[src/rtl/knn_drv_pkg.sv]
// Shared types and defaults for the KNN native-bus driver: FSM states,
// default KNN register word offsets and native write/read selectors.
package knn_drv_pkg;

  typedef enum logic [3:0] {
    StIdle,
    StWRst1,
    StWRst0,
    StWTestp,
    StWStart1,
    StGetPt,
    StWDatap,
    StWLabel,
    StWEn1,
    StWEn0,
    StWStart0,
    StRNb,
    StDone
  } drv_state_e;

  localparam int unsigned DEF_A_RESET  = 0;
  localparam int unsigned DEF_A_START  = 1;
  localparam int unsigned DEF_A_ENABLE = 2;
  localparam int unsigned DEF_A_TESTP  = 3;
  localparam int unsigned DEF_A_DATAP  = 4;
  localparam int unsigned DEF_A_LABEL  = 5;
  localparam int unsigned DEF_A_NB     = 6;

  // Write-enable values; the port expands them to all-ones / all-zero strobes.
  localparam logic NAT_WR = 1'b1;
  localparam logic NAT_RD = 1'b0;

  // States that own exactly one native transaction.
  function automatic logic is_bus_state(drv_state_e s);
    return !(s inside {StIdle, StGetPt, StDone});
  endfunction

endpackage

[src/rtl/nat_master_port.sv]
// Single-transaction native initiator: captures a request, holds it until ready,
// then leaves valid low for at least one cycle before the next request.
module nat_master_port
  import knn_drv_pkg::*;
#(
  parameter int unsigned ADDR_W = 8,
  parameter int unsigned DATA_W = 32
) (
  input  logic                  clk_i,
  input  logic                  rst_i,
  input  logic                  req_i,
  input  logic                  we_i,
  input  logic [ADDR_W-1:0]     addr_i,
  input  logic [DATA_W-1:0]     wd_i,
  output logic                  ack_o,
  output logic [DATA_W-1:0]     rd_o,
  output logic                  valid_o,
  output logic [ADDR_W-1:0]     address_o,
  output logic [DATA_W-1:0]     wdata_o,
  output logic [DATA_W/8-1:0]   wstrb_o,
  input  logic [DATA_W-1:0]     rdata_i,
  input  logic                  ready_i
);

  logic              valid_q, valid_d;
  logic              we_q, we_d;
  logic [ADDR_W-1:0] addr_q, addr_d;
  logic [DATA_W-1:0] wd_q, wd_d;

  // A request is only taken while idle, so the cycle after ready always shows valid low.
  always_comb begin
    valid_d = valid_q;
    we_d    = we_q;
    addr_d  = addr_q;
    wd_d    = wd_q;
    if (valid_q) begin
      if (ready_i) valid_d = 1'b0;
    end else if (req_i) begin
      valid_d = 1'b1;
      we_d    = we_i;
      addr_d  = addr_i;
      wd_d    = wd_i;
    end
  end

  always_ff @(posedge clk_i or posedge rst_i) begin
    if (rst_i) begin
      valid_q <= 1'b0;
      we_q    <= NAT_RD;
      addr_q  <= '0;
      wd_q    <= '0;
    end else begin
      valid_q <= valid_d;
      we_q    <= we_d;
      addr_q  <= addr_d;
      wd_q    <= wd_d;
    end
  end

  assign ack_o     = valid_q & ready_i;
  assign rd_o      = rdata_i;
  assign valid_o   = valid_q;
  assign address_o = addr_q;
  assign wdata_o   = wd_q;
  assign wstrb_o   = {(DATA_W/8){we_q}};

endmodule

[src/rtl/knn_nat_driver.sv]
// Hardware programmer for the KNN peripheral: soft-resets the core, loads the test
// point, streams data points with labels and reads back the neighbour list.
module knn_nat_driver
  import knn_drv_pkg::*;
#(
  parameter int unsigned ADDR_W   = 8,
  parameter int unsigned DATA_W   = 32,
  parameter int unsigned K        = 4,
  parameter int unsigned N_W      = 16,
  parameter int unsigned A_RESET  = DEF_A_RESET,
  parameter int unsigned A_START  = DEF_A_START,
  parameter int unsigned A_ENABLE = DEF_A_ENABLE,
  parameter int unsigned A_TESTP  = DEF_A_TESTP,
  parameter int unsigned A_DATAP  = DEF_A_DATAP,
  parameter int unsigned A_LABEL  = DEF_A_LABEL,
  parameter int unsigned A_NB     = DEF_A_NB,
  localparam int unsigned IdxW    = (K > 1) ? $clog2(K) : 1
) (
  input  logic                clk_i,
  input  logic                rst_i,
  input  logic                start_i,
  input  logic [N_W-1:0]      n_points_i,
  input  logic [DATA_W-1:0]   testp_i,
  output logic                busy_o,
  output logic                done_o,
  input  logic                pt_valid_i,
  output logic                pt_ready_o,
  input  logic [DATA_W-1:0]   pt_data_i,
  input  logic [DATA_W-1:0]   pt_label_i,
  output logic                res_valid_o,
  output logic [IdxW-1:0]     res_idx_o,
  output logic [DATA_W-1:0]   res_data_o,
  output logic                valid_o,
  output logic [ADDR_W-1:0]   address_o,
  output logic [DATA_W-1:0]   wdata_o,
  output logic [DATA_W/8-1:0] wstrb_o,
  input  logic [DATA_W-1:0]   rdata_i,
  input  logic                ready_i
);

  drv_state_e        state_q, state_d;
  logic [N_W-1:0]    n_q, n_d, cnt_q, cnt_d, cnt_inc;
  logic [DATA_W-1:0] testp_q, testp_d, pt_q, pt_d, lab_q, lab_d;
  logic [IdxW-1:0]   nb_q, nb_d;
  logic              pt_ready_q, pt_ready_d;
  logic              pt_hs;

  logic              req, we, ack;
  logic [ADDR_W-1:0] addr;
  logic [DATA_W-1:0] wd, rd;

  assign cnt_inc = cnt_q + N_W'(1);
  assign pt_hs   = pt_ready_q & pt_valid_i;

  always_comb begin
    state_d    = state_q;
    n_d        = n_q;
    cnt_d      = cnt_q;
    testp_d    = testp_q;
    pt_d       = pt_q;
    lab_d      = lab_q;
    nb_d       = nb_q;
    pt_ready_d = 1'b0;
    req        = is_bus_state(state_q);
    we         = NAT_WR;
    addr       = '0;
    wd         = '0;
    case (state_q)
      StIdle: begin
        if (start_i) begin
          n_d     = n_points_i;
          testp_d = testp_i;
          cnt_d   = '0;
          state_d = StWRst1;
        end
      end
      StWRst1: begin
        addr = ADDR_W'(A_RESET);
        wd   = DATA_W'(1);
        if (ack) state_d = StWRst0;
      end
      StWRst0: begin
        addr = ADDR_W'(A_RESET);
        if (ack) state_d = StWTestp;
      end
      StWTestp: begin
        addr = ADDR_W'(A_TESTP);
        wd   = testp_q;
        if (ack) state_d = StWStart1;
      end
      StWStart1: begin
        addr = ADDR_W'(A_START);
        wd   = DATA_W'(1);
        if (ack) state_d = (n_q == '0) ? StWStart0 : StGetPt;
      end
      StGetPt: begin
        // Ready is a registered one-cycle pulse, re-armed only after it has dropped.
        if (pt_hs) begin
          pt_d    = pt_data_i;
          lab_d   = pt_label_i;
          state_d = StWDatap;
        end else begin
          pt_ready_d = pt_valid_i & ~pt_ready_q;
        end
      end
      StWDatap: begin
        addr = ADDR_W'(A_DATAP);
        wd   = pt_q;
        if (ack) state_d = StWLabel;
      end
      StWLabel: begin
        addr = ADDR_W'(A_LABEL);
        wd   = lab_q;
        if (ack) state_d = StWEn1;
      end
      StWEn1: begin
        addr = ADDR_W'(A_ENABLE);
        wd   = DATA_W'(1);
        if (ack) state_d = StWEn0;
      end
      StWEn0: begin
        addr = ADDR_W'(A_ENABLE);
        if (ack) begin
          cnt_d   = cnt_inc;
          state_d = (cnt_inc == n_q) ? StWStart0 : StGetPt;
        end
      end
      StWStart0: begin
        addr = ADDR_W'(A_START);
        if (ack) begin
          nb_d    = '0;
          state_d = StRNb;
        end
      end
      StRNb: begin
        we   = NAT_RD;
        addr = ADDR_W'(A_NB + 32'(nb_q));
        if (ack) begin
          nb_d = nb_q + IdxW'(1);
          if (nb_q == IdxW'(K - 1)) state_d = StDone;
        end
      end
      StDone:  state_d = StIdle;
      default: state_d = StIdle;
    endcase
  end

  always_ff @(posedge clk_i or posedge rst_i) begin
    if (rst_i) begin
      state_q    <= StIdle;
      n_q        <= '0;
      cnt_q      <= '0;
      testp_q    <= '0;
      pt_q       <= '0;
      lab_q      <= '0;
      nb_q       <= '0;
      pt_ready_q <= 1'b0;
    end else begin
      state_q    <= state_d;
      n_q        <= n_d;
      cnt_q      <= cnt_d;
      testp_q    <= testp_d;
      pt_q       <= pt_d;
      lab_q      <= lab_d;
      nb_q       <= nb_d;
      pt_ready_q <= pt_ready_d;
    end
  end

  nat_master_port #(
    .ADDR_W(ADDR_W),
    .DATA_W(DATA_W)
  ) u_port (
    .clk_i    (clk_i),
    .rst_i    (rst_i),
    .req_i    (req),
    .we_i     (we),
    .addr_i   (addr),
    .wd_i     (wd),
    .ack_o    (ack),
    .rd_o     (rd),
    .valid_o  (valid_o),
    .address_o(address_o),
    .wdata_o  (wdata_o),
    .wstrb_o  (wstrb_o),
    .rdata_i  (rdata_i),
    .ready_i  (ready_i)
  );

  assign busy_o      = (state_q != StIdle);
  assign done_o      = (state_q == StDone);
  assign pt_ready_o  = pt_ready_q;
  assign res_valid_o = ack & (state_q == StRNb);
  assign res_idx_o   = res_valid_o ? nb_q : '0;
  assign res_data_o  = res_valid_o ? rd : '0;

endmodule
[config.mk]
export PLATFORM = sky130hd
export DESIGN_NAME = knn_nat_driver
export DESIGN_NICKNAME = d
export VERILOG_FILES = /design/src/rtl/knn_drv_pkg.sv /design/src/rtl/nat_master_port.sv /design/src/rtl/knn_nat_driver.sv
export SDC_FILE = /design/constraint.sdc
export NUM_CORES = 1
export LEC_CHECK = 0
export ABC_AREA = 1
export BUFFER_PORTS_ARGS = -buffer_cell sky130_fd_sc_hd__buf_2
export CAP_MARGIN = 20
export CORE_AREA = 2 2 131 133
export CTS_CLUSTER_DIAMETER = 50
export DETAILED_ROUTE_END_ITERATION = 10
export DIE_AREA = 0 0 133 135
export HOLD_SLACK_MARGIN = 0.1
export PLACE_DENSITY = 0.79
export SYNTH_ARGS = -nofsm -noshare
export SYNTH_HDL_FRONTEND = slang
export SYNTH_SLANG_ARGS = --single-unit
[constraint.sdc]
create_clock -name clk_i -period 7.85 [get_ports clk_i]
set_input_delay 1.57 -clock clk_i [delete_from_list [all_inputs] [get_ports clk_i]]
set_output_delay 1.57 -clock clk_i [all_outputs]
set_load 0.005 [all_outputs]
# Word level (Yosys, flattened, before mapping)
# Cells that the tools add are included.
classes:
  reduce_logical: 15
  n_bitwise: 7
  n_mux: 32
  n_addsub: 3
  n_eq_ne: 27
ops:
  columns: ["operator", "count"]
  rows:
  - ["$pmux 32 s4", 1]
  - ["$mux 4", 15]
  - ["$pmux 4 s12", 1]
  - ["$mux 16", 2]
  - ["$mux 32", 1]
  - ["$pmux 16 s2", 1]
  - ["$ne 2x2->1 const B", 13]
  - ["$pmux 4 s6", 1]
  - ["$eq 4x4->1 const B", 5]
  - ["$add 16x1->16 const B", 1]
  - ["$eq 16x16->1", 1]
  - ["$eq 4x3->1 const B", 4]
  - ["$logic_not 16->1", 1]
  - ["$reduce_and 13->1", 1]
  - ["$eq 4x2->1 const B", 2]
  - ["$mux 1", 6]
  - ["$mux 2", 3]
  - ["$reduce_and 2->1", 3]
  - ["$reduce_and 3->1", 2]
  - ["$add 3x2->4 const A", 1]
  - ["$and 1x1->1", 4]
  - ["$eq 4x1->1 const B", 1]
  - ["$logic_not 4->1", 1]
  - ["$pmux 2 s2", 1]
  - ["8 further kinds", 12]
word_totals:
  output_inout_bits: 83
  elab_cells: 96
  register_bits: 177

# Depth between registers and ports, before layout
depth:
  depth_word: 5
  ltp_mapped: 16

# Cells and area by module
# From an unflattened synthesis, not the netlist that was laid out.
hier_totals:
  cells_unflattened: 1058
  hier_area_um2: 8924.8
modules_own_cells:
  columns: ["mod", "area_each_um2", "instances", "cells_each"]
  rows:
  - ["knn_nat_driver", 6964.2, 1, 838]
  - ["nat_master_port", 1960.6, 1, 220]

# Worst setup path before layout
# Ideal clock, no wire load.
synth_path:
  path_kind: "input -> output"
  start: "in ready_i"
  end: "out res_data_o[10]"
  setup_slack_ns: 4.075
  arrival_ns: 2.205
  path_stages: 5
  path_cell_list: "nand2_1 > nor2_1 > inv_2 > buf_2 > nor2_1"
synth_between:
  elab_chain_len: 3
synth_rtl:
  columns: ["item", "line", "text"]
  rows:
  - ["start, declared", "knn_nat_driver.sv:38", "input logic ready_i"]
  - ["$and 1x1->1", "nat_master_port.sv:60", "assign ack_o = valid_q & ready_i;"]
  - ["$and 1x1->1", "knn_nat_driver.sv:193", "assign res_valid_o = ack & (state_q == StRNb);"]
  - ["net res_valid_o", "knn_nat_driver.sv:30", "output logic res_valid_o,"]
  - ["$mux 32", "knn_nat_driver.sv:195", "assign res_data_o = res_valid_o ? rd : '0;"]
  - ["end, declared", "knn_nat_driver.sv:32", "output logic [DATA_W-1:0] res_data_o,"]
# The timed path passes the listed nets, and every way through them passes these cells.

# Worst setup path in the final report
layout_path:
  start: "in ready_i"
  end: "out res_data_o[6]"
layout_between:
  elab_chain_len: 3
layout_rtl:
  columns: ["item", "line"]
  rows:
  - ["$and 1x1->1", "nat_master_port.sv:60"]
  - ["$and 1x1->1", "knn_nat_driver.sv:193"]
  - ["$mux 32", "knn_nat_driver.sv:195"]
# No other way between the ends.

==> out/qor.csv <==
stage,metric,value,unit
min_path,Worst Hold Class,reg -> reg,
grt,first-pass GRT wire length,35100,µm
drt,antenna-violating nets left,0,
drt,DR iter-0 viols,543,
pwr,P_leak,5.75,nW
final_layout,final net count,1336,
worst_setup_path,Setup CP Type,in -> out,
timing,FMAX,243,MHz
worst_setup_path,Worst setup EP type,output pin,
grt,vias in the first global route,7140,
placement,# port buffers,227,
yosys,Cells after Synth,973,
placement,dpl hpwl,15100,µm
drt,final wirelength,21900,µm
run,Max-Cap Viols,0,
timing,Slew HR,31.9,%
drt,First-pass DRT Iterations,6,
floorplan,Core Region,0.0164,mm²
placement,Placed Cells,1386,
timing,final hold vios,0,
floorplan,row cnt,47,
grt,gr usage total,24.8,%
worst_setup_path,R2R cell count,7,
cts,Post-CTS Hold Buffers,0,
cts,CTS tree,yes,
worst_setup_path,CP startpoint,ready_i,
outcome,outcome,"finished, final reports clean",
yosys,Mapped Area,0.00851,mm²
worst_setup_path,FF-to-FF End,cnt_q[15]$_DFFE_PP0P_,
timing,period utilisation layout,52.4,%
pwr,Pwr Density,302,mW/mm²
grt,initial antenna violation count,2,
cts,CTS Buffer Depth,2,
worst_setup_path,Reg2Reg Launch Point,state_q[2]$_DFFE_PP0P_,
yosys,syn_area_per_cell,8.75,µm²
drt,WL/cell,15.4,µm
worst_setup_path,CP Data Required Time,6280,ps
cts,clk sinks,173,
floorplan,Die Ht,135,µm
timing,hold slack,466,ps
final_layout,fraction of layout cells with a size suffix above 1,26.9,%
placement,gpl congestion,0.923,
final_layout,fin cells,1420,
grt,grt total ovfl,0,
drt,DRC,0,
floorplan,die area,0.0180,mm²
timing,max-slew violations,0,
cts,postcts setup bufs,0,
yosys,#FFs+latches synth,173,
timing,min Tclk post-route,4110,ps
drt,vias,7298,
cts,Skew-Pair Late Insertion Delay,430,ps
worst_setup_path,Critical Path End,res_data_o[6],
floorplan,die width,133,µm
final_layout,Area Overhead vs Synth,21.0,%
cts,Worst-path clk slew,70,ps
yosys,sequential-to-total area share from yosys stat,50.9,%
floorplan,# IOs,232,
final_layout,final instance area,0.0103,mm²
worst_setup_path,arrival time worst endpoint,2540,ps
worst_setup_path,internal reg-to-reg setup slack,5220,ps
cts,H-tree depth,4,
drt,Vias/cell,5.14,
worst_setup_path,CP max FO,35,
timing,Least-Margin Pin Slew,1020,ps
cts,post_cts resized,0,
yosys,Yosys cell types,36,
yosys,YS warnings,0,
worst_setup_path,CP startpoint kind,primary input,
floorplan,Initial Util,51.9,%
grt,pin count of the biggest net entering global routing,98,
timing,Setup-failing EPs final,0,
pwr,worst vdd ir,0.174,mV
timing,total negative slack,0,ps
timing,Worst Clk Skew,8.86,ps
timing,RSZ-0062 raised after global routing,false,
placement,Placed Area,0.00972,mm²
cts,clock root buffer,clkbuf_16,
cts,CTS buffer count,17,
==> synth_stat cells <==
cell	instances	area [µm²]
or2_1	1	6.26
o22ai_1	12	75.1
nand3_4	1	17.5
nand2_2	2	12.5
mux2_1	60	676
dfrtp_1	173	4330
nand2_1	314	1180
buf_2	18	90.1
nor3_1	1	5.00
nor2_1	94	353
nand3_1	68	340
buf_6	6	67.6
clkbuf_1	8	30.0
o211ai_1	1	7.51
o221ai_1	1	8.76
nand4_1	10	62.6
a22o_1	2	17.5
conb_1	1	3.75
nor2_4	4	45.0
o21ai_0	15	75.1
o31ai_1	1	7.51
nor2_2	4	25.0
ha_1	2	25.0
inv_1	90	338
o21ai_1	2	10.0
inv_2	5	18.8
a21oi_1	19	95.1
o211ai_2	1	12.5
nor4_1	3	18.8
xnor2_1	1	8.76
nand3b_1	2	15.0
xnor3_1	1	22.5
a221oi_1	2	17.5
mux2_2	36	405
xor2_1	1	8.76
buf_4	11	82.6
==> logic make-up after synthesis <==
family | synth area share [%]
AND/OR/NAND/NOR | 24.4
flip-flops | 50.9
buffers and inverters | 7.36
multiplexers | 12.7
AO/OA/AOI/OAI | 3.84
XOR/XNOR | 0.470
adder cells (fa/ha/maj) | 0.294
other | 0.0441
==> metrics by stage <==
stage          worst slack, ps  power [mW]  utilization [%]
4_1_cts                   3720        3.13             62.8
3_3_place_gp              3800        2.27             59.3
2_1_floorplan             1590        1.96                -
6_report                  3740        3.12             62.8
3_5_place_dp              3730        2.30             59.3
5_1_grt                   3560        3.31             62.8
==> worst min path at each step <==
stage                                   start                        endpoint  slack (ps)  cells past startpoint
3_3_place_gp   u_port.wdata_o[28]$_DFFE_PP0P_  u_port.wdata_o[28]$_DFFE_PP0P_         450                      2
5_1_grt        u_port.wdata_o[21]$_DFFE_PP0P_  u_port.wdata_o[21]$_DFFE_PP0P_         480                      2
3_5_place_dp   u_port.wdata_o[25]$_DFFE_PP0P_  u_port.wdata_o[25]$_DFFE_PP0P_         450                      2
4_1_cts        u_port.wdata_o[21]$_DFFE_PP0P_  u_port.wdata_o[21]$_DFFE_PP0P_         470                      2
6_report       u_port.wdata_o[21]$_DFFE_PP0P_  u_port.wdata_o[21]$_DFFE_PP0P_         470                      2
2_1_floorplan             pt_q[0]$_DFFE_PP0P_             pt_q[0]$_DFFE_PP0P_         460                      1
==> critical path: stages <==
cell	delay, ps
buf_2	90
nand2_1	80
nor2_1	240
inv_2	270
nor2_1	160
buf_2	130
==> layout by cell type (no fill, tap or decap), drive strengths merged <==
cell	synthesis	routed
nand2	316	316
buf	35	233
dfrtp	173	173
nor2	102	102
inv	95	101
mux2	96	96
nand3	69	69
a21oi	19	19
clkbuf	8	19
o21ai	17	17
o22ai	12	12
nand4	10	10
clkinv	0	5
conb	1	4
nor4	3	3
diode	0	2
a221oi	2	2
nand3b	2	2
a22o	2	2
ha	2	2
o211ai	2	2
nor3	1	1
or2	1	1
xor2	1	1
xnor2	1	1
xnor3	1	1
o221ai	1	1
o31ai	1	1
clkinvlp	0	1
bufinv	0	1
==> flip-flops by register name, indices dropped and copies added, names as in the netlist, 2 cells and up <==
register,cells
lab_q,32
u_port.wdata_o,32
n_q,16
nb_q,2
cnt_q,16
pt_q,32
u_port.address_o,4
testp_q,32
state_q,4
==> where the power goes <==
| group | switching [mW] | internal (mW) | total (mW) |
|---|---|---|---|
| sequential | 0.161 | 1.16 | 1.32 |
| combinational | 0.589 | 0.379 | 0.968 |
| clock | 0.374 | 0.453 | 0.827 |
==> routing by layer <==
| layer | track usage (%) | share of wire (%) | vias up |
|---|---|---|---|
| met5 | 0 | 0 | - |
| met1 | 30.6 | 42 | 3470 |
| li1 | - | - | 3527 |
| met4 | 11.3 | 2.6 | 0 |
| met2 | 42.4 | 49 | 261 |
| met3 | 5.07 | 6.1 | 40 |
==> cell type report <==
cell class	instances	area [µm²]
fill	1426	6110
sequential	173	4330
multi-input combinational	665	3580
timing repair buffer	233	1180
clock buffer	19	443
inverter	95	362
tap	220	275
clock inverter	13	129
antenna	2	5.00
Power figures use the tool's default switching activity.
